--- src/rtl/vector_capture.sv ---
// Test-vector recorder: captures WIDTH-bit samples between start/stop (or until full)
// and drains them in capture order over a valid/ready port. Optional feature: VCAP_OVERFLOW_EN.
module vector_capture #(
   parameter int WIDTH = 4,
   parameter int DEPTH = 32
) (
   input  logic                    i_clk,
   input  logic                    i_reset,
   input  logic                    i_start,
   input  logic                    i_stop,
   input  logic                    i_sample_valid,
   input  logic [WIDTH-1:0]        i_sample_data,
   output logic                    o_rd_valid,
   input  logic                    i_rd_ready,
   output logic [WIDTH-1:0]        o_rd_data,
   output logic [$clog2(DEPTH):0]  o_count,
   output logic                    o_busy,
   output logic                    o_full,
   output logic                    o_done,
`ifdef VCAP_OVERFLOW_EN
   output logic                    o_overflow,
`endif
   output logic [1:0]              o_dbg_state
);

   localparam int ADDR_W = $clog2(DEPTH);
   localparam logic [ADDR_W:0] C_DEPTH = DEPTH[ADDR_W:0];
   localparam logic [ADDR_W:0] C_ONE   = {{ADDR_W{1'b0}}, 1'b1};

   typedef enum logic [1:0] {
      S_IDLE    = 2'd0,
      S_CAPTURE = 2'd1,
      S_DRAIN   = 2'd2,
      S_DONE    = 2'd3
   } state_t;

   state_t              r_state;
   state_t              w_next_state;
   logic [ADDR_W-1:0]   r_wr_ptr;
   logic [ADDR_W:0]     r_rd_ptr;
   logic [ADDR_W:0]     r_count;
   logic [WIDTH-1:0]    r_mem [DEPTH];

   logic                w_start_ok;
   logic                w_wr_en;
   logic                w_fill_last;
   logic                w_rd_valid;
   logic                w_rd_fire;
   logic                w_last_rd;

   // Handshake: a word moves on every edge where o_rd_valid && i_rd_ready;
   // o_rd_valid/o_rd_data depend only on registered state, never on i_rd_ready.
   assign w_start_ok  = i_start && ((r_state == S_IDLE) || (r_state == S_DONE));
   assign w_wr_en     = (r_state == S_CAPTURE) && i_sample_valid;
   assign w_fill_last = w_wr_en && (r_count == (C_DEPTH - C_ONE));
   assign w_rd_valid  = (r_state == S_DRAIN) && (r_rd_ptr != r_count);
   assign w_rd_fire   = w_rd_valid && i_rd_ready;
   assign w_last_rd   = w_rd_fire && ((r_rd_ptr + C_ONE) == r_count);

   always_ff @(posedge i_clk) begin
      if (i_reset) begin
         r_state <= S_IDLE;
      end else begin
         r_state <= w_next_state;
      end
   end

   always_comb begin
      w_next_state = r_state;
      o_busy       = 1'b0;
      o_done       = 1'b0;
      o_rd_valid   = 1'b0;
      case (r_state)
         S_IDLE: begin
            if (i_start) begin
               w_next_state = S_CAPTURE;
            end
         end
         S_CAPTURE: begin
            o_busy = 1'b1;
            // A sample accompanying stop is still written on the same edge.
            if (i_stop || w_fill_last) begin
               w_next_state = S_DRAIN;
            end
         end
         S_DRAIN: begin
            o_busy     = 1'b1;
            o_rd_valid = w_rd_valid;
            if ((r_count == '0) || w_last_rd) begin
               w_next_state = S_DONE;
            end
         end
         S_DONE: begin
            o_done = 1'b1;
            if (i_start) begin
               w_next_state = S_CAPTURE;
            end
         end
         default: begin
            w_next_state = S_IDLE;
         end
      endcase
   end

   // wr_ptr tracks count; it may wrap on the final write, but capture ends on that edge.
   always_ff @(posedge i_clk) begin
      if (i_reset) begin
         r_wr_ptr <= '0;
         r_rd_ptr <= '0;
         r_count  <= '0;
      end else if (w_start_ok) begin
         r_wr_ptr <= '0;
         r_rd_ptr <= '0;
         r_count  <= '0;
      end else begin
         if (w_wr_en) begin
            r_wr_ptr <= r_wr_ptr + 1'b1;
            r_count  <= r_count + C_ONE;
         end
         if (w_rd_fire) begin
            r_rd_ptr <= r_rd_ptr + C_ONE;
         end
      end
   end

   always_ff @(posedge i_clk) begin
      if (w_wr_en && !i_reset) begin
         r_mem[r_wr_ptr] <= i_sample_data;
      end
   end

   assign o_rd_data   = w_rd_valid ? r_mem[r_rd_ptr[ADDR_W-1:0]] : '0;
   assign o_count     = r_count;
   assign o_full      = (r_count == C_DEPTH);
   assign o_dbg_state = r_state;

`ifdef VCAP_OVERFLOW_EN
   logic r_overflow;

   // Sticky: a sample offered after a full capture has already ended.
   always_ff @(posedge i_clk) begin
      if (i_reset) begin
         r_overflow <= 1'b0;
      end else if (w_start_ok) begin
         r_overflow <= 1'b0;
      end else if (i_sample_valid && o_full &&
                   ((r_state == S_DRAIN) || (r_state == S_DONE))) begin
         r_overflow <= 1'b1;
      end
   end

   assign o_overflow = r_overflow;
`endif

endmodule

--- config.mk ---
export PLATFORM = sky130hd
export DESIGN_NAME = vector_capture
export DESIGN_NICKNAME = d
export VERILOG_FILES = /design/src/rtl/vector_capture.sv
export SDC_FILE = /design/constraint.sdc
export NUM_CORES = 1
export LEC_CHECK = 0
export BUFFER_PORTS_ARGS = -buffer_cell sky130_fd_sc_hd__buf_2
export CORE_MARGIN = 5
export CORE_UTILIZATION = 35
export CTS_CLUSTER_SIZE = 10
export DETAILED_ROUTE_END_ITERATION = 7
export GPL_TIMING_DRIVEN = 0
export SLEW_MARGIN = 20
export SYNTH_ARGS = -nofsm -noshare
export SYNTH_HDL_FRONTEND = slang
export SYNTH_SLANG_ARGS = --single-unit
--- constraint.sdc ---
create_clock -name i_clk -period 2.38 [get_ports i_clk]
set_clock_uncertainty 0.15 [all_clocks]
set_input_delay 0.238 -clock i_clk [delete_from_list [all_inputs] [get_ports i_clk]]
set_output_delay 0.238 -clock i_clk [all_outputs]
set_load 0.1 [all_outputs]
==> summary.md <==
| Metric | Value |
|---|---|
| Total Wirelength | `13100 um` |
| Layout net count | `455` |
| Chip Width | `145 um` |
| Starting Density | `35.5%` |
| Clk slew on worst S/H paths | `0.06 ns` |
| NetSw | `1.69 mW` |
| CP Launch Type | `flop` |
| Internal cell power | `4.47 mW` |
| Crit Path Category | `flop to primary output` |
| Mapped Nets | `408` |
| Commonest non-fill, non-tap cells in the layout | `128 x edfxtp_1, 40 x mux4_2, 33 x nor2_1` |
| Antenna viol nets, final | `0` |
| Yosys cell types | `39` |
| Critical R2R Launch | `r_rd_ptr[0]` |
| Failing checks | `setup timing` |
| Logic pwr share | `11.6%` |
| Ports | `26` |
| Die height | `145 um` |
| Residual overflow from global routing | `0` |
| Leak | `2.45 nW` |
| Post-synthesis register bit count | `152` |
| CP Capture Point | `o_rd_data[1]` |
| Drt drc | `0` |
| Fill cell count | `1591` |
| DIE AREA | `21000 um^2` |
| Syn avg cell area | `16.5 um^2` |
| Pre-CTS WS | `-0.601 ns` |
| First-pass GRT wire length | `20500 um` |
| Number of global-route vias before repair | `3574` |
| Status | `finished with violations` |
| CTS tree | `built` |
| Area grow syn2layout | `22.2%` |
| Unrepaired setup endpoints after global routing | `yes` |
| Worst EP required | `1.99 ns` |
| F_max | `343 MHz` |
| Most common cell after layout, fill and taps aside | `edfxtp_1` |
| Final hold vios | `0` |
| CP max FO | `7` |
| Max-cap violation count | `0` |
| Core Footprint | `18000 um^2` |
| All-Layer GR Usage | `13.4%` |
| Clk Latency, worst-skew pair | `0.41 ns` |
| Final Cycle Share | `122%` |
| Max Slew Vio Count | `0` |
| Reg2Reg Setup Slack | `0.15 ns` |
| Clock power share | `40.4%` |
| Initial antenna violation count | `0` |
| Max transition margin | `54.7%` |
| Hold Crit Depth | `4` |
| Power Density | `791 nW/um^2` |
| Clk buf depth | `2` |
| Endpoint class of the critical path | `primary output` |
| Storage element area | `4350 um^2` |
| DRT Pass-1 Iters | `4` |
| Slew @ Worst Pin | `0.679 ns` |
| Total CTS buffers | `17` |
| Pin count of the biggest net entering global routing | `33` |
| Inst Count DP | `641` |
| Post-Syn Area | `6370 um^2` |
| Via density | `4.98` |
| Layout cell share with drive strength beyond 1 | `36.0%` |
| Ant. Diodes | `0` |
| Drt initial violations | `225` |
| Total clock sinks | `152` |
| Port buffer count | `25` |
| Hold slack | `0.0869 ns` |
| Core Rows | `49` |
| Mapped Cells | `387` |
| Fin worst setup slack | `-0.531 ns` |
| Fin area | `7780 um^2` |
| RePlAce Congestion | `0.791` |
| Cell Area, Placed | `6880 um^2` |
| Yosys warns | `0` |
| Post-layout min period | `2.91 ns` |
| Post-DP HPWL | `8680 um` |
| Post-DR wirelength/cell | `19.4 um` |
| Sw Share | `27.4%` |
| Final setup viols | `4` |
| Seq/Total Area, Yosys | `67.9%` |
| Footprint of the multi-input gates | `2090 um^2` |
| Sequential Power Share | `47.9%` |
| Worst Path Arrival | `2.52 ns` |
| R2R depth | `7` |
| R2r endpoint | `o_dbg_state[0]` |
| H-tree levels | `4` |
| Final Non-Filler Cells | `676` |
| Max VDD drop | `900 uV` |
| Via count | `3369` |
| Tightest Hold Check Type | `primary input to flop` |
| Total power draw | `6.15 mW` |
| Clk root buf | `clkbuf_16` |
==> registers in the layout, indices dropped and copies added, names as in the netlist, named ones only <==
register and count:
r_wr_ptr 5, o_dbg_state 2, o_count 6, r_mem 128, r_rd_ptr 6
==> power groups by stage <==
stage	clock network (mW)	logic, mW	registers (mW)
3_3_place_gp	0	0.658	3.00
3_5_place_dp	0	0.673	3.01
5_1_grt	2.68	0.769	2.95
4_1_cts	2.56	0.700	2.95
2_1_floorplan	0	0.395	3.13
6_report	2.49	0.716	2.95
==> Yosys cell counts <==
| cell | instances | area [um^2] |
|---|---|---|
| a21oi_1 | 6 | 30.0 |
| edfxtp_1 | 128 | 3840 |
| and3_1 | 1 | 6.26 |
| clkbuf_1 | 9 | 33.8 |
| nand3_1 | 4 | 20.0 |
| buf_6 | 3 | 33.8 |
| nand4_1 | 4 | 25.0 |
| o41a_1 | 1 | 11.3 |
| a21o_1 | 1 | 7.51 |
| or2_2 | 1 | 6.26 |
| mux4_2 | 40 | 901 |
| and4b_1 | 1 | 10.0 |
| o32ai_1 | 1 | 8.76 |
| inv_1 | 9 | 33.8 |
| buf_2 | 4 | 20.0 |
| xnor2_1 | 9 | 78.8 |
| dfxtp_1 | 24 | 480 |
| nor4b_1 | 3 | 26.3 |
| nand3b_1 | 3 | 22.5 |
| a211oi_1 | 2 | 15.0 |
| nand2b_1 | 1 | 6.26 |
| nor2b_1 | 1 | 6.26 |
| nand2_1 | 23 | 86.3 |
| or3b_2 | 1 | 8.76 |
| nor2_1 | 58 | 218 |
| and3b_1 | 1 | 8.76 |
| ha_1 | 11 | 138 |
| o21ai_0 | 3 | 15.0 |
| o311ai_0 | 1 | 8.76 |
| mux2i_1 | 5 | 50.1 |
| a31oi_1 | 2 | 12.5 |
| mux2_2 | 1 | 11.3 |
| o21bai_1 | 1 | 7.51 |
| and2_1 | 3 | 18.8 |
| o2111ai_1 | 1 | 8.76 |
| buf_1 | 4 | 15.0 |
| or3_1 | 2 | 12.5 |
| xor2_1 | 13 | 114 |
| o2bb2ai_1 | 1 | 8.76 |
==> final cells by class <==
type | instances | share of cell area [%]
flip-flops and latches | 152 | 56.0
inverters | 9 | 0.531
repair buffers | 31 | 3.99
clock inverters | 15 | 1.70
well taps | 229 | 3.68
multi-input cells | 206 | 26.8
plain buffers | 17 | 1.83
clock buffers | 17 | 5.47
==> metrics by stage <==
step | TNS (ns) | util, %
5_1_grt | -2.34 | 43.3
3_3_place_gp | -1.99 | 38.3
4_1_cts | -2.42 | 42.4
6_report | -2.07 | 43.3
2_1_floorplan | 0 | -
3_5_place_dp | -2.39 | 38.3
==> routing by layer <==
metal  share of wire (%)  vias up  global-route usage [%]
met5                   0        -                       0
met4                 1.1        0                    4.66
met3                 5.3       13                    4.11
met2                  49      100                    20.5
met1                  45     1672                    18.2
li1                    -     1584                       -
==> worst min path at each step <==
stage,from,endpoint,slack (ns)
after global routing,i_start,o_dbg_state[1],0.07
final,i_start,o_dbg_state[1],0.09
after floorplan,i_sample_data[0],r_mem[0][0],0.19
after CTS,i_start,o_dbg_state[1],0.03
after global placement,r_wr_ptr[1],r_wr_ptr[1],0.35
after detailed placement,r_wr_ptr[1],r_wr_ptr[1],0.37
==> timing repair <==
action                     in CTS  in global routing
resized for setup              33                 39
pin swaps                       1                  7
hold buffers                    1                  0
cloned                          1                  2
setup endpoints to repair       5                140
buffers inserted                2                  0
hold endpoints to repair        1                  0
==> critical path: stages (launching register included) <==
cell and delay [ns]:
dfxtp_2 0.34, buf_12 0.15, buf_12 0.14, mux4_2 0.52, mux4_2 0.53, mux2i_4 0.20
nor2_4 0.06, buf_12 0.16
==> cell families after synthesis <==
| logic type | count (synthesis) | synth area share, % |
|---|---|---|
| AOI/OAI and AO/OA | 20 | 2.10 |
| xor gates and xnor gates | 22 | 3.03 |
| adders and majority gates | 11 | 2.16 |
| buffers and inverters | 29 | 2.14 |
| DFF | 152 | 67.9 |
| muxes | 46 | 15.1 |
| and+or+nand+nor | 107 | 7.56 |
No activity file was read; power rests on OpenSTA's default activity.
